==> src/rtl/mac_job_arbiter.sv <==
// Round-robin job arbiter sharing one MAC engine among NREQ requesters, with job tagging,
// result buffering and credit-based admission. Define MAC_JOB_ARBITER_RELU_EN to clamp negative results to 0.
module mac_job_arbiter #(
   parameter int NREQ  = 4,
   parameter int T     = 16,
   parameter int VEC_S = 8,
   parameter int DEPTH = 4
) (
   input  logic                    clk,
   input  logic                    reset,
   input  logic [NREQ-1:0]         op_valid,
   output logic [NREQ-1:0]         op_ready,
   input  logic [NREQ*T-1:0]       op_w,
   input  logic [NREQ*T-1:0]       op_x,
   input  logic [NREQ*T-1:0]       op_b,
   output logic [T-1:0]            mac_a,
   output logic [T-1:0]            mac_x,
   output logic [T-1:0]            mac_b,
   output logic                    mac_valid_in,
   input  logic [T-1:0]            mac_f,
   input  logic                    mac_valid_out,
   output logic                    res_valid,
   input  logic                    res_ready,
   output logic [$clog2(NREQ)-1:0] res_id,
   output logic [T-1:0]            res_data,
   output logic                    err
);

   localparam int IDW = $clog2(NREQ);
   localparam int BW  = $clog2(VEC_S);
   localparam int PW  = $clog2(DEPTH);
   localparam int CW  = $clog2(DEPTH + 1);

   typedef enum logic {IDLE, STREAM} state_t;

   state_t           state_q, state_d;
   logic [IDW-1:0]   grant_q, grant_d;
   logic [IDW-1:0]   rr_ptr_q, rr_ptr_d;
   logic [BW-1:0]    beat_cnt_q, beat_cnt_d;
   logic [CW-1:0]    credits_q;
   logic             job_done;

   logic             win_found;
   logic [IDW-1:0]   win_idx;
   logic [T-1:0]     w_arr [NREQ];
   logic [T-1:0]     x_arr [NREQ];
   logic [T-1:0]     b_arr [NREQ];

   // Unpack the flat operand buses so slice g can be selected by index.
   always_comb begin
      for (int i = 0; i < NREQ; i++) begin
         w_arr[i] = op_w[i*T +: T];
         x_arr[i] = op_x[i*T +: T];
         b_arr[i] = op_b[i*T +: T];
      end
   end

   assign mac_a = w_arr[grant_q];
   assign mac_x = x_arr[grant_q];
   assign mac_b = b_arr[grant_q];

   // First requester with op_valid set, searching upward from rr_ptr with wrap.
   always_comb begin
      int j;
      j         = 0;
      win_found = 1'b0;
      win_idx   = '0;
      for (int k = 0; k < NREQ; k++) begin
         j = int'(rr_ptr_q) + k;
         if (j >= NREQ) j = j - NREQ;
         if (!win_found && op_valid[IDW'(j)]) begin
            win_found = 1'b1;
            win_idx   = IDW'(j);
         end
      end
   end

   // NOTE: sequential state uses non-blocking assignments so every register samples pre-edge values.
   always_ff @(posedge clk) begin
      if (!reset) begin
         state_q    <= IDLE;
         grant_q    <= '0;
         rr_ptr_q   <= '0;
         beat_cnt_q <= '0;
      end else begin
         state_q    <= state_d;
         grant_q    <= grant_d;
         rr_ptr_q   <= rr_ptr_d;
         beat_cnt_q <= beat_cnt_d;
      end
   end

   // NOTE: every output of this block gets a default first, so no path can infer a latch.
   always_comb begin
      state_d      = state_q;
      grant_d      = grant_q;
      rr_ptr_d     = rr_ptr_q;
      beat_cnt_d   = beat_cnt_q;
      op_ready     = '0;
      mac_valid_in = 1'b0;
      job_done     = 1'b0;
      case (state_q)
         IDLE: begin
            if (credits_q < CW'(DEPTH) && win_found) begin
               grant_d  = win_idx;
               rr_ptr_d = (win_idx == IDW'(NREQ - 1)) ? '0 : win_idx + 1'b1;
               state_d  = STREAM;
            end
         end
         STREAM: begin
            op_ready[grant_q] = 1'b1;
            mac_valid_in      = op_valid[grant_q];
            if (op_valid[grant_q]) begin
               if (beat_cnt_q == BW'(VEC_S - 1)) begin
                  beat_cnt_d = '0;
                  job_done   = 1'b1;
                  state_d    = IDLE;
               end else begin
                  beat_cnt_d = beat_cnt_q + 1'b1;
               end
            end
         end
         default: state_d = IDLE;
      endcase
   end

   // Tag FIFO: one requester ID per job in flight through the MAC.
   logic [IDW-1:0] tag_mem [DEPTH];
   logic [PW-1:0]  tag_wr_q, tag_rd_q;
   logic [CW-1:0]  tag_cnt_q;
   logic           tag_pop;

   assign tag_pop = mac_valid_out && (tag_cnt_q != '0);

   always_ff @(posedge clk) begin
      if (!reset) begin
         tag_wr_q  <= '0;
         tag_rd_q  <= '0;
         tag_cnt_q <= '0;
      end else begin
         if (job_done) tag_wr_q <= tag_wr_q + 1'b1;
         if (tag_pop)  tag_rd_q <= tag_rd_q + 1'b1;
         tag_cnt_q <= tag_cnt_q + CW'(job_done) - CW'(tag_pop);
      end
   end

   // NOTE: storage arrays are not reset; pointers and counts alone define what is valid.
   always_ff @(posedge clk) begin
      if (job_done) tag_mem[tag_wr_q] <= grant_q;
   end

   always_ff @(posedge clk) begin
      if (!reset)                                  err <= 1'b0;
      else if (mac_valid_out && tag_cnt_q == '0)   err <= 1'b1;
   end

   // Result FIFO: {tag, value} pairs; credits guarantee it never overflows.
   logic [T-1:0]   res_in;
   logic [IDW-1:0] res_id_mem   [DEPTH];
   logic [T-1:0]   res_data_mem [DEPTH];
   logic [PW-1:0]  res_wr_q, res_rd_q;
   logic [CW-1:0]  res_cnt_q;
   logic           res_pop;

`ifdef MAC_JOB_ARBITER_RELU_EN
   assign res_in = mac_f[T-1] ? '0 : mac_f;
`else
   assign res_in = mac_f;
`endif

   assign res_valid = (res_cnt_q != '0);
   assign res_pop   = res_valid && res_ready;
   assign res_id    = res_valid ? res_id_mem[res_rd_q]   : '0;
   assign res_data  = res_valid ? res_data_mem[res_rd_q] : '0;

   always_ff @(posedge clk) begin
      if (!reset) begin
         res_wr_q  <= '0;
         res_rd_q  <= '0;
         res_cnt_q <= '0;
      end else begin
         if (tag_pop) res_wr_q <= res_wr_q + 1'b1;
         if (res_pop) res_rd_q <= res_rd_q + 1'b1;
         res_cnt_q <= res_cnt_q + CW'(tag_pop) - CW'(res_pop);
      end
   end

   always_ff @(posedge clk) begin
      if (tag_pop) begin
         res_id_mem[res_wr_q]   <= tag_mem[tag_rd_q];
         res_data_mem[res_wr_q] <= res_in;
      end
   end

   // Credits: jobs granted to the MAC and not yet consumed from the result FIFO.
   always_ff @(posedge clk) begin
      if (!reset) begin
         credits_q <= '0;
      end else if (job_done && !res_pop && credits_q != CW'(DEPTH)) begin
         credits_q <= credits_q + 1'b1;
      end else if (!job_done && res_pop && credits_q != '0) begin
         credits_q <= credits_q - 1'b1;
      end
   end

endmodule

==> config.mk <==
export PLATFORM = sky130hd
export DESIGN_NAME = mac_job_arbiter
export DESIGN_NICKNAME = d
export VERILOG_FILES = /design/src/rtl/mac_job_arbiter.sv
export SDC_FILE = /design/constraint.sdc
export NUM_CORES = 1
export LEC_CHECK = 0
export BUFFER_PORTS_ARGS = -buffer_cell sky130_fd_sc_hd__clkbuf_2
export CELL_PAD_IN_SITES_DETAIL_PLACEMENT = 1
export CELL_PAD_IN_SITES_GLOBAL_PLACEMENT = 2
export CORE_MARGIN = 8
export CORE_UTILIZATION = 33
export CTS_BUF_LIST = sky130_fd_sc_hd__clkbuf_8
export CTS_CLUSTER_SIZE = 14
export DETAILED_ROUTE_END_ITERATION = 8
export PLACE_DENSITY_LB_ADDON = 0.3
export SKIP_CTS_REPAIR_TIMING = 1
export SYNTH_ARGS = -nofsm -noshare
export SYNTH_HDL_FRONTEND = slang
export SYNTH_SLANG_ARGS = --single-unit
==> constraint.sdc <==
create_clock -name clk -period 3.58 [get_ports clk]
set_input_delay 0.179 -clock clk [delete_from_list [all_inputs] [get_ports clk]]
set_output_delay 0.179 -clock clk [all_outputs]
set_load 0.1 [all_outputs]
[Word-level counts from Yosys, hierarchy flattened]
Memory sizes are Yosys's and may differ from the RTL's. A register that Yosys moved wholly into a read port is not among the register bits.
Index checks and enable logic that the tools add are counted.
Word-level totals
  register bits after elaboration: 26
  memory bits (writable): 80
  input port bits: 216
  output and inout port bits: 73
  logic and storage cells: 137
  memories: 3
Operators by class
  $add $sub $neg: 19
  $lt $le $gt $ge: 12
  eq/ne operators: 3
  muxes and demuxes: 62
  bitwise logic cells: 2
  reductions and logical operators: 24
Memory list
  res_data_mem: words 4, width 16, read ports 1, clocked after memory_dff 1, write ports 1, line 160  | logic [T-1:0] res_data_mem [DEPTH];
  res_id_mem: words 4, width 2, read ports 1, clocked after memory_dff 1, write ports 1, line 159  | logic [IDW-1:0] res_id_mem [DEPTH];
  tag_mem: words 4, width 2, read ports 1, clocked after memory_dff 1, write ports 1, line 128  | logic [IDW-1:0] tag_mem [DEPTH];
Operator list (count)
  2-to-1 mux 16 bit: 7
  binary-select mux 16 bit (select 2 bit): 3
  2-to-1 mux 2 bit: 16
  2-to-1 mux 1 bit: 25
  < comparator 2 x 4 -> 1 bit (second input constant): 4
  >= comparator 3 bit (second input constant): 4
  logical AND 1 bit: 12
  adder 2 x 1 -> 2 bit (second input constant): 5
  binary-select mux 1 bit (select 2 bit): 5
  2-to-1 mux 3 bit: 3
  nonzero test 3 bit: 3
  subtractor 2 x 1 -> 2 bit (second input constant): 4
  adder 2 x 2 -> 3 bit (second input constant): 2
  adder 3 x 1 -> 3 bit: 2
  adder 3 x 1 -> 3 bit (second input constant): 2
  subtractor 3 x 1 -> 3 bit: 2
  logical NOT 1 bit: 5
  2-to-1 mux 4 bit: 1
  AND reduction 2 bit: 2
  adder 2 x 1 -> 3 bit (second input constant): 1
  == test 3 bit (second input constant): 1
  >= comparator 2 x 3 -> 1 bit (second input constant): 1
  logical NOT 3 bit: 1
  < comparator 2 x 3 -> 1 bit (second input constant): 1
  other kinds (10): 10

[Longest topological paths before layout]
  word-level depth: 18
  gate-level depth with buffers: 11
  gate-level depth less buffers: 10

[Worst setup path before layout]
Ideal clock, no wire load.
  path type: reg2out
  from: register with a tool-made name
  to: output res_data[10]
  arrival: 2547 ps
  data required time: 3401 ps
  path slack: 854 ps
  cell stages (with the launch flop): 5
  path buffers: 2
  cells stage by stage: dfxtp_1 > clkbuf_1 > clkbuf_1 > mux4_2 > nor2b_1
RTL lines
  end: declaration: line 25  | output logic [T-1:0] res_data,

[Worst setup path in the final report]
  from: register grant_q[0]
  to: output mac_x[12]
Between the ends
  longest elaborated chain between the ends: 4
RTL lines
  start: declaration: line 37  | logic [IDW-1:0] grant_q, grant_d;
  start signal: assignment: line 87  | grant_q <= grant_d;
  inverter 2 -> 3 bit (implied by the code): line 59  | assign mac_x = x_arr[grant_q];
  binary-select mux 16 bit (select 2 bit): line 59
  2-to-1 mux 16 bit (implied by the code) (2 in series): line 59
  end: declaration: line 17  | output logic [T-1:0] mac_x,
No other way between the ends. The select of a mux whose other input is x is not followed.

==> results.json <==
{
  "outcome": "finished, final reports clean",
  "area_delta_synth_final_pct": 32.2,
  "grt_use_met3_pct": 5.04,
  "syn_avg_cell_area_um2": 15.4,
  "final_cell_area_um2": 7770,
  "syn_inst": 381,
  "setup_viol_count_final": 0,
  "regArea_um2": 3010,
  "slew_headroom_pct": 34.7,
  "pre_cts_slack_ps": 1020,
  "drv_slew": 0,
  "synth_cell_type_count": 42,
  "cts_tree": "built",
  "yosys.area_share.adder_pct": 4.17,
  "fin_worst_hold_slack_ps": 22.5,
  "io_buffers": 288,
  "place.gp.congestion": 0.896,
  "crit_arrival_ps": 2630,
  "multi_input_area_um2": 2690,
  "instances_no_fill": 892,
  "max_slew.worst_pin.slew_ps": 980,
  "synth_top_family_by_area": "multiplexers",
  "fmax_mhz": 356,
  "ant_nets": 0,
  "design.final.nets": 894,
  "cp-end-kind": "output port",
  "crit_path_start_kind": "flip-flop",
  "fp.dieW_um": 149,
  "row_count": 48,
  "comb_power_share_pct": 56.4,
  "synthMuxAreaShare_pct": 27.3,
  "die_h_um": 149,
  "firstDrtPassIters": 4,
  "p_per_area_nw_per_um2": 762,
  "yosys.area.top_type": "edfxtp_1",
  "synth_compound_area_share_pct": 3.30,
  "wl_per_cell_um": 22.9,
  "first_iter_violations": 178,
  "synth_edf_count": 80,
  "antenna_found_initial": 3,
  "initial_core_util_pct": 33.9,
  "netSwitchingFraction_pct": 51.8,
  "dieArea_um2": 22300,
  "synth-xor-area-share_pct": 1.94,
  "routed_via_density": 4.99,
  "setup_ws_ps": 771,
  "grt_pass1_vias": 4796,
  "internal_power_mw": 2.86,
  "path_cells": "buf_4 -> mux4_2 -> clkbuf_2",
  "pwr-share-clk_pct": 14.2,
  "grt_max_degree": 46,
  "seq_power_share_pct": 29.3,
  "post_dp_cell_area_um2": 7530,
  "gr-usage-all-layers_pct": 17.5,
  "synth_nets": 614,
  "drc": 0,
  "period_share_pct": 78.5,
  "ff2ff_path_depth": 10,
  "ioPinCount": 289,
  "synth.top_cell.area_share_pct": 40.9,
  "whs_path_depth": 1,
  "worstSetupPathType": "flip-flop to output port",
  "core_area_um2": 17400,
  "grtUsageMet2_pct": 31.4,
  "synthSimpleGateAreaFrac_pct": 9.03,
  "root_buffer": "clkbuf_8",
  "period_needed_ps": 2810,
  "required_ps": 3400,
  "synthTopCellsByArea": "edfxtp_1 41%, mux4_2 26%, dfxtp_1 10%",
  "place_hpwl_um": 16800,
  "ys_seq_area_share_pct": 51.1,
  "layout_commonest_cell": "clkbuf_2",
  "ys_ff_latch": 110,
  "syn-cell-area_um2": 5880,
  "grt.overflow.total": 0,
  "insertion_delay_ps": 370,
  "finalHoldViolCount": 0,
  "drv_cap": 0,
  "async_flop_share_pct": 0,
  "ys_warn_count": 0,
  "cp_max_fo": 40,
  "busiest_layer": "met2",
  "dp.cells": 874,
  "drive_gt1_share_pct": 57.5,
  "slowest_stage": "mux4_2",
  "clkSinkCount": 110,
  "fin_setup_tns_ps": 0,
  "net-switching-power_mw": 3.07,
  "cts_inserted_buffers": 9,
  "rsz0062_at_grt": "no",
  "fill_cells": 1878,
  "clk_pin_slew_worst_paths_ps": 100,
  "cts.path.max_buffers": 2,
  "grtUsageMet1_pct": 20.3,
  "hold_path.class": "primary input to flip-flop",
  "vias": 4454,
  "worst_clock_skew_ps": 10.2,
  "htreeDepth": 3,
  "leakage_nw": 3.21,
  "layout_common_cells": "288 x clkbuf_2, 80 x edfxtp_1, 68 x mux4_2",
  "vdd_ir_drop_max_uv": 677,
  "postRouteWirelength_um": 20400,
  "grt_pass1_wl_um": 29600,
  "critPathMaxStageDelay_ps": 640,
  "synthFlopType": "edfxtp_1"
}
==> flip-flops by register name, summed over array words and instances (netlist names), named ones only <==
signal and count:
tag_wr_q 2, grant_q 2, res_cnt_q 3, res_data_mem 64, res_wr_q 2, tag_cnt_q 3, tag_mem 8, state_q 1
res_id_mem 8, err 1, rr_ptr_q 1, credits_q 3, beat_cnt_q 3, res_rd_q 2, tag_rd_q 2
==> kinds of logic after synthesis <==
logic type               after synthesis
buffers and inverters                 42
flip-flops                           110
AND/OR/NAND/NOR                       97
XOR/XNOR                              13
AO/OA/AOI/OAI                         26
multiplexers                          75
adder cells (fa/ha/maj)               18
==> area by class of cell <==
cell class                 count  share of cell area [%]
antenna                        1                  0.0322
clock buffer                  10                    1.77
clock inverter                 6                    1.19
inverter                      16                   0.773
multi-input combinational    229                    34.6
sequential                   110                    38.7
tap                          225                    3.62
timing repair buffer         295                    19.3
==> critical path, delay by kind of cell, from the launching register on <==
family                 cells  cell delay [ps]
buffers and inverters      2             1040
multiplexers               1              640
flip-flops                 1              530
==> through the flow <==
stage | utilization [%] | power [mW]
finish | 44.8 | 5.92
global route | 44.7 | 6.20
CTS | 44.7 | 6.01
detailed placement | 43.4 | 5.16
global placement | 43.4 | 5.09
floorplan | - | 4.49
==> synthesized netlist by cell type, drive strengths merged (2+ instances only) <==
library cell,n
nor2b,27
and3,4
o41ai,2
nand2b,4
ha,14
dfxtp,30
a21boi,2
mux2i,7
edfxtp,80
and2,19
nand3,3
xor2,2
clkbuf,14
fa,3
nor3,4
o21a,2
nand2,14
inv,16
nor2,16
xnor2,11
buf,12
a21oi,7
o21ai,5
mux4,68
==> routing by layer <==
layer	vias up	share of wire (%)
li1	2038	-
met1	2214	37
met2	173	54
met3	23	8.1
met4	6	1.2
met5	-	0.21
==> worst paths after layout <==
check | from | to | slack, ps
hold / removal | mac_f[13] | res_data_mem[0][13] | 20
setup / recovery | grant_q[0] | mac_x[12] | 770
setup reg to reg | res_cnt_q[1] | res_cnt_q[2] | 1040
hold reg to reg | err | err | 510
==> power groups by stage <==
stage | combinational (mW) | clock (mW) | sequential (mW)
global placement | 3.34 | 0 | 1.75
CTS | 3.39 | 0.877 | 1.74
global route | 3.52 | 0.911 | 1.77
floorplan | 2.77 | 0 | 1.72
finish | 3.34 | 0.843 | 1.74
detailed placement | 3.39 | 0 | 1.77
(Power assumes the default switching activity.)
